===== src/rtl/mlop_pkg.sv =====
// mlop_pkg: shared constants for the multi-operand adder controller.
//   - Default widths: operand (XW_DEF), accumulator/result (AW_DEF),
//     term count (CW_DEF).
//   - FSM state codes for mlop_seq_ctrl (2-bit, legacy-compatible values).
package mlop_pkg;

    localparam int unsigned XW_DEF = 10;
    localparam int unsigned AW_DEF = 16;
    localparam int unsigned CW_DEF = 8;

    localparam logic [1:0] S_IDLE = 2'd0;
    localparam logic [1:0] S_ACC  = 2'd1;
    localparam logic [1:0] S_DONE = 2'd2;

endpackage


===== src/rtl/mlop_seq_ctrl_rgst.sv =====
// rgst: generic W-bit register with synchronous clear and load.
//   clk   in  clock, rising edge
//   rst_b in  asynchronous active-low reset (q -> 0)
//   clr   in  synchronous clear; takes priority over ld
//   ld    in  load d into q
//   d     in  W-bit data
//   q     out W-bit registered value
module rgst #(
    parameter int unsigned W = 8
) (
    input  logic         clk,
    input  logic         rst_b,
    input  logic         clr,
    input  logic         ld,
    input  logic [W-1:0] d,
    output logic [W-1:0] q
);

    always_ff @(posedge clk or negedge rst_b) begin
        if (!rst_b) begin
            q <= '0;
        end else if (clr) begin
            q <= '0;
        end else if (ld) begin
            q <= d;
        end
    end

endmodule


===== src/rtl/mlop_seq_ctrl.sv =====
// mlop_seq_ctrl: sequencing controller + accumulator for multi-operand
// addition. A job (start + n) clears the sum, then exactly n operands are
// pulled over a valid/ready handshake and added; done pulses once with the
// final sum held until the next job.
//   clk     in  clock, rising edge
//   rst_b   in  asynchronous active-low reset
//   start   in  job request, sampled only in IDLE
//   n       in  CW-bit operand count, sampled with start
//   x_valid in  operand present on x
//   x       in  XW-bit unsigned operand
//   x_ready out operand accepted this cycle (decoded from state)
//   busy    out job in progress (decoded from state)
//   done    out one-cycle registered pulse: result final
//   sum     out AW-bit registered sum, modulo 2^AW
//   ovf     out sticky carry-out of bit AW-1 during the current job
module mlop_seq_ctrl
    import mlop_pkg::*;
#(
    parameter int unsigned XW = XW_DEF,
    parameter int unsigned AW = AW_DEF,
    parameter int unsigned CW = CW_DEF
) (
    input  logic          clk,
    input  logic          rst_b,
    input  logic          start,
    input  logic [CW-1:0] n,
    input  logic          x_valid,
    input  logic [XW-1:0] x,
    output logic          x_ready,
    output logic          busy,
    output logic          done,
    output logic [AW-1:0] sum,
    output logic          ovf
);

    logic [1:0]    state;
    logic [1:0]    state_nxt;
    logic [CW-1:0] cnt;
    logic          take;
    logic          hs;
    logic [AW:0]   ext;

    assign x_ready = (state == S_ACC);
    assign busy    = (state == S_ACC);
    assign take    = (state == S_IDLE) && start;
    assign hs      = x_valid && x_ready;

    // One extra bit on top of the sum captures the carry for ovf.
    assign ext = {1'b0, sum} + {{(AW + 1 - XW){1'b0}}, x};

    rgst #(.W(AW)) u_acc (
        .clk   (clk),
        .rst_b (rst_b),
        .clr   (take),
        .ld    (hs),
        .d     (ext[AW-1:0]),
        .q     (sum)
    );

    // take and hs are mutually exclusive (different states), so one load
    // port serves both the initial count and each decrement.
    rgst #(.W(CW)) u_cnt (
        .clk   (clk),
        .rst_b (rst_b),
        .clr   (1'b0),
        .ld    (take || hs),
        .d     (take ? n : cnt - CW'(1)),
        .q     (cnt)
    );

    always_comb begin
        state_nxt = state;
        case (state)
            S_IDLE: begin
                if (start) begin
                    state_nxt = (n == '0) ? S_DONE : S_ACC;
                end
            end
            S_ACC: begin
                if (hs && (cnt == CW'(1))) begin
                    state_nxt = S_DONE;
                end
            end
            S_DONE:  state_nxt = S_IDLE;
            default: state_nxt = S_IDLE;
        endcase
    end

    always_ff @(posedge clk or negedge rst_b) begin
        if (!rst_b) begin
            state <= S_IDLE;
            done  <= 1'b0;
            ovf   <= 1'b0;
        end else begin
            state <= state_nxt;
            done  <= (state_nxt == S_DONE);
            if (take) begin
                ovf <= 1'b0;
            end else if (hs) begin
                ovf <= ovf | ext[AW];
            end
        end
    end

endmodule


===== config.mk =====
export PLATFORM = sky130hd
export DESIGN_NAME = mlop_seq_ctrl
export DESIGN_NICKNAME = d
export VERILOG_FILES = /design/src/rtl/mlop_pkg.sv /design/src/rtl/mlop_seq_ctrl_rgst.sv /design/src/rtl/mlop_seq_ctrl.sv
export SDC_FILE = /design/constraint.sdc
export NUM_CORES = 1
export LEC_CHECK = 0
export ABC_AREA = 1
export CORE_ASPECT_RATIO = 1.4
export CORE_MARGIN = 2
export CORE_UTILIZATION = 49
export DETAILED_ROUTE_END_ITERATION = 8
export PLACE_DENSITY = 0.77
export SETUP_SLACK_MARGIN = 0.1
export SLEW_MARGIN = 20
export SYNTH_ARGS = -nofsm -noshare
export SYNTH_HDL_FRONTEND = slang
export SYNTH_SLANG_ARGS = --single-unit

===== constraint.sdc =====
create_clock -name clk -period 2.4 [get_ports clk]
set_clock_uncertainty 0.05 [all_clocks]
set_input_delay 0.24 -clock clk [delete_from_list [all_inputs] [get_ports clk]]
set_output_delay 0.24 -clock clk [all_outputs]
set_load 0.05 [all_outputs]

==> results.sh, run 1 <==
export IMPL_drt_pass1_iterations=4
export IMPL_cts_resized=0
export IMPL_fin_crit_ns=1.961
export IMPL_worst_setup_path_type="reg -> out"
export IMPL_required_ns=2.11
export IMPL_ff_latch_area_um2=700.7
export IMPL_syn_mean_instance_area_um2=7.456
export IMPL_fmax_mhz=509.9
export IMPL_critical_path_endpoint="x_ready"
export IMPL_layout_worst_path_cycle_share_pct=81.72
export IMPL_postSynthCellCount=270
export IMPL_synth_warnings=0
export IMPL_worstSetupEndpointType="output port"
export IMPL_floorplan_die_area_um2=4644
export IMPL_setup_worst_path_start_class="register"
export IMPL_cts_hold_buf=0
export IMPL_drive_gt1_share_pct=8.333
export IMPL_timing_max_slew_rel_slack_pct=65.77
export IMPL_crit_path_start="state[1]"
export IMPL_gpl_final_weighted_congestion=0.8855
export IMPL_htree_num_levels=1
export IMPL_yosysMostFrequentCell="sky130_fd_sc_hd__nand2_1"
export IMPL_via_per_inst=5.369
export IMPL_tritoncts_num_sinks=28
export IMPL_setup_violations_final=0
export IMPL_finalSetupTns_ns=0
export IMPL_final_fill_count=371
export IMPL_holdCritPathClass="in -> async"
export IMPL_ctsLongestPathBuffers=2
export IMPL_start_util_pct=50.93
export IMPL_groute_usage_overall_pct=21.57
export IMPL_wl_per_cell_um=12.86
export IMPL_area_share_of_the_leading_cell_type_in_the_synthesized_netlist_pct=34.80
export IMPL_synth_fp_nets=305
export IMPL_worst_skew_pair_late_latency_ns=0.28
export IMPL_synth_main_ff_cell="sky130_fd_sc_hd__dfrtp_1"
export IMPL_post_cts_repair_setup_buffers=0
export IMPL_post_synth_instance_area_um2=2013
export IMPL_regToRegStartpoint="u_acc.q[0]"
export IMPL_grt_first_pass_wirelength_um=7893
export IMPL_clk_pin_slew_worst_paths_ns=0.09
export IMPL_maxCapViolations=0
export IMPL_total_power_uw=3217
export IMPL_final_core_util_pct=63.31
export IMPL_critical_path_arrival_ns=1.67
export IMPL_biggest_area_consumer_among_synthesized_cells="sky130_fd_sc_hd__dfrtp_1"
export IMPL_yosysUniqueCellTypes=38
export IMPL_async_reset_ff_share_pct=100.0
export IMPL_synth_seq_cells=28
export IMPL_antenna_violations_before_repair=0
export IMPL_die_width_um=58.17
export IMPL_detail_route_antenna_nets=0
export IMPL_worst_case_vdd_ir_drop_mv=0.9000
export IMPL_grt_max_degree=29
export IMPL_setup_reg_to_reg_worst_slack_ns=0.47
export IMPL_yosysSeqAreaShare_pct=34.80
export IMPL_vias=1906
export IMPL_route_detailed_drc=0
export IMPL_power_per_cell_area_nw_per_um2=1286
export IMPL_reg2reg_to="u_acc.q[12]"
export IMPL_clock_tree_from_tritoncts="yes"
export IMPL_synth_top_cells_by_count="sky130_fd_sc_hd__nand2_1 (83), sky130_fd_sc_hd__inv_1 (29), sky130_fd_sc_hd__dfrtp_1 (28)"
export IMPL_placement_rows=27
export IMPL_synth_edff_count=0
export IMPL_ff2ff_path_depth=8
export IMPL_leakage_uw=0.001234
export IMPL_wl_um=4566
export IMPL_outcome="finished clean"
export IMPL_cts_made_buffers=3
export IMPL_die_y_um=79.84
export IMPL_finish_net_count=348
export IMPL_timing_worst_slew_pin_value_ns=0.5119
export IMPL_hpwlAfterDp_um=3459
export IMPL_worst_path_max_fanout=3
export IMPL_worst_hold_slack_ns=0.2881
export IMPL_numPortBuffers=41
export IMPL_n_antenna_cell=0
export IMPL_syn_to_final_growth_pct=24.30
export IMPL_timing_max_transition_violations_final=0
export IMPL_first_global_vias=1821
export IMPL_finalHoldViolations=0
export IMPL_num_io_pins=42
export IMPL_cts_root_buf="sky130_fd_sc_hd__clkbuf_8"
export IMPL_core_region_area_um2=3953
export IMPL_multiInputGateArea_um2=1149
export IMPL_rsz0062_at_grt="false"
export IMPL_gr_total_overflow=0
export IMPL_drtIter0Drc=78
export IMPL_synthTopCellsByArea="sky130_fd_sc_hd__dfrtp_1 (35%), sky130_fd_sc_hd__nand2_1 (15%), sky130_fd_sc_hd__ha_1 (7.5%), sky130_fd_sc_hd__inv_1 (5.4%), sky130_fd_sc_hd__nand3_1 (5.2%)"
-- power breakdown --
group          switching [uW]  total, uW  internal (uW)
Combinational            1360       2080            721
Clock                     155        303            147
Sequential                169        834            665
Total                    1680       3220           1530
-- critical path: stages (launching register included) --
cell and delay (ns):
sky130_fd_sc_hd__dfrtp_1 0.42, sky130_fd_sc_hd__nor2_4 0.16, sky130_fd_sc_hd__clkdlybuf4s50_1 0.82
-- layout make-up --
class / instances / area share (%)
Clock buffer: 4 / 2.200
Inverter: 33 / 5.050
Multi-Input combinational cell: 205 / 45.90
Sequential cell: 28 / 28.00
Tap cell: 43 / 2.150
Timing Repair Buffer: 42 / 16.70
-- layout by cell type (no fill, tap or decap), types with 4 or more instances in the layout --
cell type,netlist,routed
sky130_fd_sc_hd__ha_1,12,12
sky130_fd_sc_hd__o21ai_0,9,9
sky130_fd_sc_hd__nand3_1,21,21
sky130_fd_sc_hd__o211ai_1,4,4
sky130_fd_sc_hd__nor2_1,25,25
sky130_fd_sc_hd__dfrtp_1,28,28
sky130_fd_sc_hd__nand2_1,83,83
sky130_fd_sc_hd__xor2_1,4,4
sky130_fd_sc_hd__inv_1,29,29
sky130_fd_sc_hd__a21oi_1,12,12
sky130_fd_sc_hd__clkdlybuf4s50_1,0,41
sky130_fd_sc_hd__clkbuf_8,0,4
-- how the worst min path moves through the flow --
| stage | startpoint | to | cells after the start | slack (ns) |
|---|---|---|---|---|
| floorplan | rst_b | done | 0 | -0.11 |
| global placement | u_acc.q[3] | u_acc.q[3] | 1 | 0.44 |
| detailed placement | u_cnt.q[2] | u_cnt.q[2] | 2 | 0.45 |
| CTS | rst_b | u_acc.q[3] | 2 | 0.30 |
| global route | rst_b | u_acc.q[3] | 2 | 0.30 |
| finish | rst_b | u_acc.q[3] | 2 | 0.29 |
-- through the flow --
step	instance area (um2)	worst slack (ns)	std cells
2_1_floorplan	2013	0.4012	270
3_3_place_gp	2447	0.3102	351
3_5_place_dp	2447	0.2525	351
4_1_cts	2502	0.4240	355
5_1_grt	2502	0.3599	355
6_report	2502	0.4388	355
-- registers in the layout, indices dropped and copies added, names as in the netlist --
signal   count
done         1
u_cnt.q      8
ovf          1
state        2
u_acc.q     16
-- layer usage --
| metal | up-vias | wire length (um) | track usage [%] |
|---|---|---|---|
| met2 | 42 | 2485 | 40.11 |
| li1 | 972 | - | - |
| met3 | 5 | 131 | 2.431 |
| met5 | - | 0 | 0 |
| met1 | 887 | 1893 | 25.49 |
| met4 | 0 | 55 | 6.047 |
-- logic make-up after synthesis --
logic type	share of synthesized area [%]
AO/OA/AOI/OAI	12.12
flip-flops	34.80
AND/OR/NAND/NOR	34.31
XOR/XNOR	2.175
adder cells (fa/ha/maj)	8.452
buffers and inverters	8.141
(Power assumes the default switching activity.)
==> inputs of run 2 (changes only) <==
- CORE_UTILIZATION: 49 -> 46
- PLACE_DENSITY: 0.77 -> 0.76
- clock period: 2.4 -> 1.7 ns (I/O delays scaled with it)
==> results.sh, run 2 (synthesized netlist as in run 1, its figures left out) <==
export IMPL_critical_path_arrival_ns=1.85
export IMPL_timing_max_transition_violations_final=0
export IMPL_n_antenna_cell=0
export IMPL_wl_um=5111
export IMPL_syn_to_final_growth_pct=46.99
export IMPL_num_io_pins=42
export IMPL_drt_pass1_iterations=4
export IMPL_detail_route_antenna_nets=0
export IMPL_cts_hold_buf=0
export IMPL_clk_pin_slew_worst_paths_ns=0.10
export IMPL_outcome="finished clean"
export IMPL_final_cell_mix="sky130_fd_sc_hd__nand2_1 (70), sky130_fd_sc_hd__buf_4 (34), sky130_fd_sc_hd__inv_1 (29)"
export IMPL_via_per_inst=5.413
export IMPL_largestRegisters="u_acc.q: 16 flops, u_cnt.q: 8 flops, state: 2 flops"
export IMPL_layout_worst_path_cycle_share_pct=98.38
export IMPL_gpl_final_weighted_congestion=0.8942
export IMPL_hpwlAfterDp_um=3718
export IMPL_clock_tree_from_tritoncts="yes"
export IMPL_core_region_area_um2=4204
export IMPL_route_detailed_drc=0
export IMPL_htree_num_levels=1
export IMPL_ff2ff_path_depth=9
export IMPL_die_y_um=82.28
export IMPL_worst_path_max_fanout=5
export IMPL_grt_max_degree=29
export IMPL_antenna_violations_before_repair=0
export IMPL_registers_top_by_ff_count="u_acc.q"
export IMPL_wl_per_cell_um=13.70
export IMPL_worst_setup_path_type="reg -> reg"
export IMPL_gr_total_overflow=0
export IMPL_cts_made_buffers=3
export IMPL_timing_worst_slew_pin_value_ns=0.3761
export IMPL_numPortBuffers=41
export IMPL_fmax_mhz=597.9
export IMPL_groute_usage_overall_pct=22.05
export IMPL_maxCapViolations=0
export IMPL_drtIter0Drc=69
export IMPL_grt_first_pass_wirelength_um=8397
export IMPL_vias=2019
export IMPL_final_fill_count=346
export IMPL_holdCritPathClass="in -> async"
export IMPL_leakage_uw=0.001383
export IMPL_worst_skew_pair_late_latency_ns=0.28
export IMPL_start_util_pct=47.89
export IMPL_final_common_cell="sky130_fd_sc_hd__nand2_1"
export IMPL_total_power_uw=5447
export IMPL_setup_reg_to_reg_worst_slack_ns=0.03
export IMPL_worstSetupEndpointType="register"
export IMPL_required_ns=1.87
export IMPL_tritoncts_num_sinks=28
export IMPL_drive_gt1_share_pct=38.11
export IMPL_cts_root_buf="sky130_fd_sc_hd__clkbuf_8"
export IMPL_finish_net_count=364
export IMPL_die_width_um=59.91
export IMPL_ctsLongestPathBuffers=2
export IMPL_rsz0062_at_grt="true"
export IMPL_first_global_vias=1923
export IMPL_fin_crit_ns=1.672
export IMPL_power_per_cell_area_nw_per_um2=1841
export IMPL_finalHoldViolations=0
export IMPL_floorplan_die_area_um2=4929
export IMPL_finalSetupTns_ns=0
export IMPL_timing_max_slew_rel_slack_pct=74.93
export IMPL_setup_worst_path_start_class="register"
export IMPL_worst_case_vdd_ir_drop_mv=0.9550
export IMPL_largest_register_ff_count=16
export IMPL_placement_rows=28
export IMPL_setup_violations_final=0
run 2: worst paths after layout:
kind / from / endpoint
worst max-delay path: u_acc.q[0] / u_acc.q[8]
worst min-delay path: rst_b / u_acc.q[3]
worst max register to register: u_acc.q[0] / u_acc.q[8]
worst min register to register: u_cnt.q[2] / u_cnt.q[2]
max in group asynchronous: rst_b / u_acc.q[9]
min in group clk: n[3] / u_cnt.q[3]
run 2: metal layers:
| metal | global-route usage [%] | up-vias | wire (um) |
|---|---|---|---|
| met5 | 0 | - | 0 |
| met4 | 7.778 | 0 | 114 |
| met3 | 2.648 | 9 | 191 |
| met2 | 41.30 | 46 | 2813 |
| met1 | 25.00 | 968 | 1990 |
| li1 | - | 996 | - |
run 2: timing repair:
action | in CTS | in global routing
gates resized for setup | 3 | 44
pin swaps | 5 | 15
buffers inserted | 2 | 2
setup endpoints to repair | 7 | 12
run 2: through the flow:
| step | hold slack (ns) | util [%] | cells | cell area, um2 | worst slack [ns] |
|---|---|---|---|---|---|
| 3_5_place_dp | 0.4504 | 63.93 | 365 | 2688 | -0.1888 |
| 6_report | 0.2018 | 70.39 | 373 | 2959 | 0.02752 |
| 4_1_cts | 0.2212 | 65.98 | 371 | 2774 | 0.04366 |
| 2_1_floorplan | -0.1756 | - | 270 | 2173 | -0.06224 |
| 3_3_place_gp | 0.4475 | 63.93 | 365 | 2688 | -0.1559 |
| 5_1_grt | 0.2331 | 70.39 | 373 | 2959 | -0.04884 |
run 2: layout make-up:
type / count / area [um2] / share of cell area, %
multi-input combinational: 205 / 1483 / 50.11
timing repair buffer: 58 / 525.5 / 17.76
sequential: 28 / 713.2 / 24.10
tap: 45 / 56.30 / 1.903
clock buffer: 4 / 55.05 / 1.860
inverter: 33 / 126.4 / 4.271
run 2: power by group:
part,internal [uW],switching [uW]
registers,961,310
logic,1500,2240
clock network,208,226
total,2670,2780
run 2: worst max-delay path, cell delays in order, from the launching register on:
cell and delay [ns]:
sky130_fd_sc_hd__dfrtp_2 0.44, sky130_fd_sc_hd__ha_4 0.16, sky130_fd_sc_hd__fa_2 0.35, sky130_fd_sc_hd__nand3_2 0.09, sky130_fd_sc_hd__nand3_4 0.10, sky130_fd_sc_hd__nand2_1 0.09, sky130_fd_sc_hd__nand3_1 0.08, sky130_fd_sc_hd__a21oi_1 0.12
sky130_fd_sc_hd__o21ai_1 0.07, sky130_fd_sc_hd__nand2_1 0.06
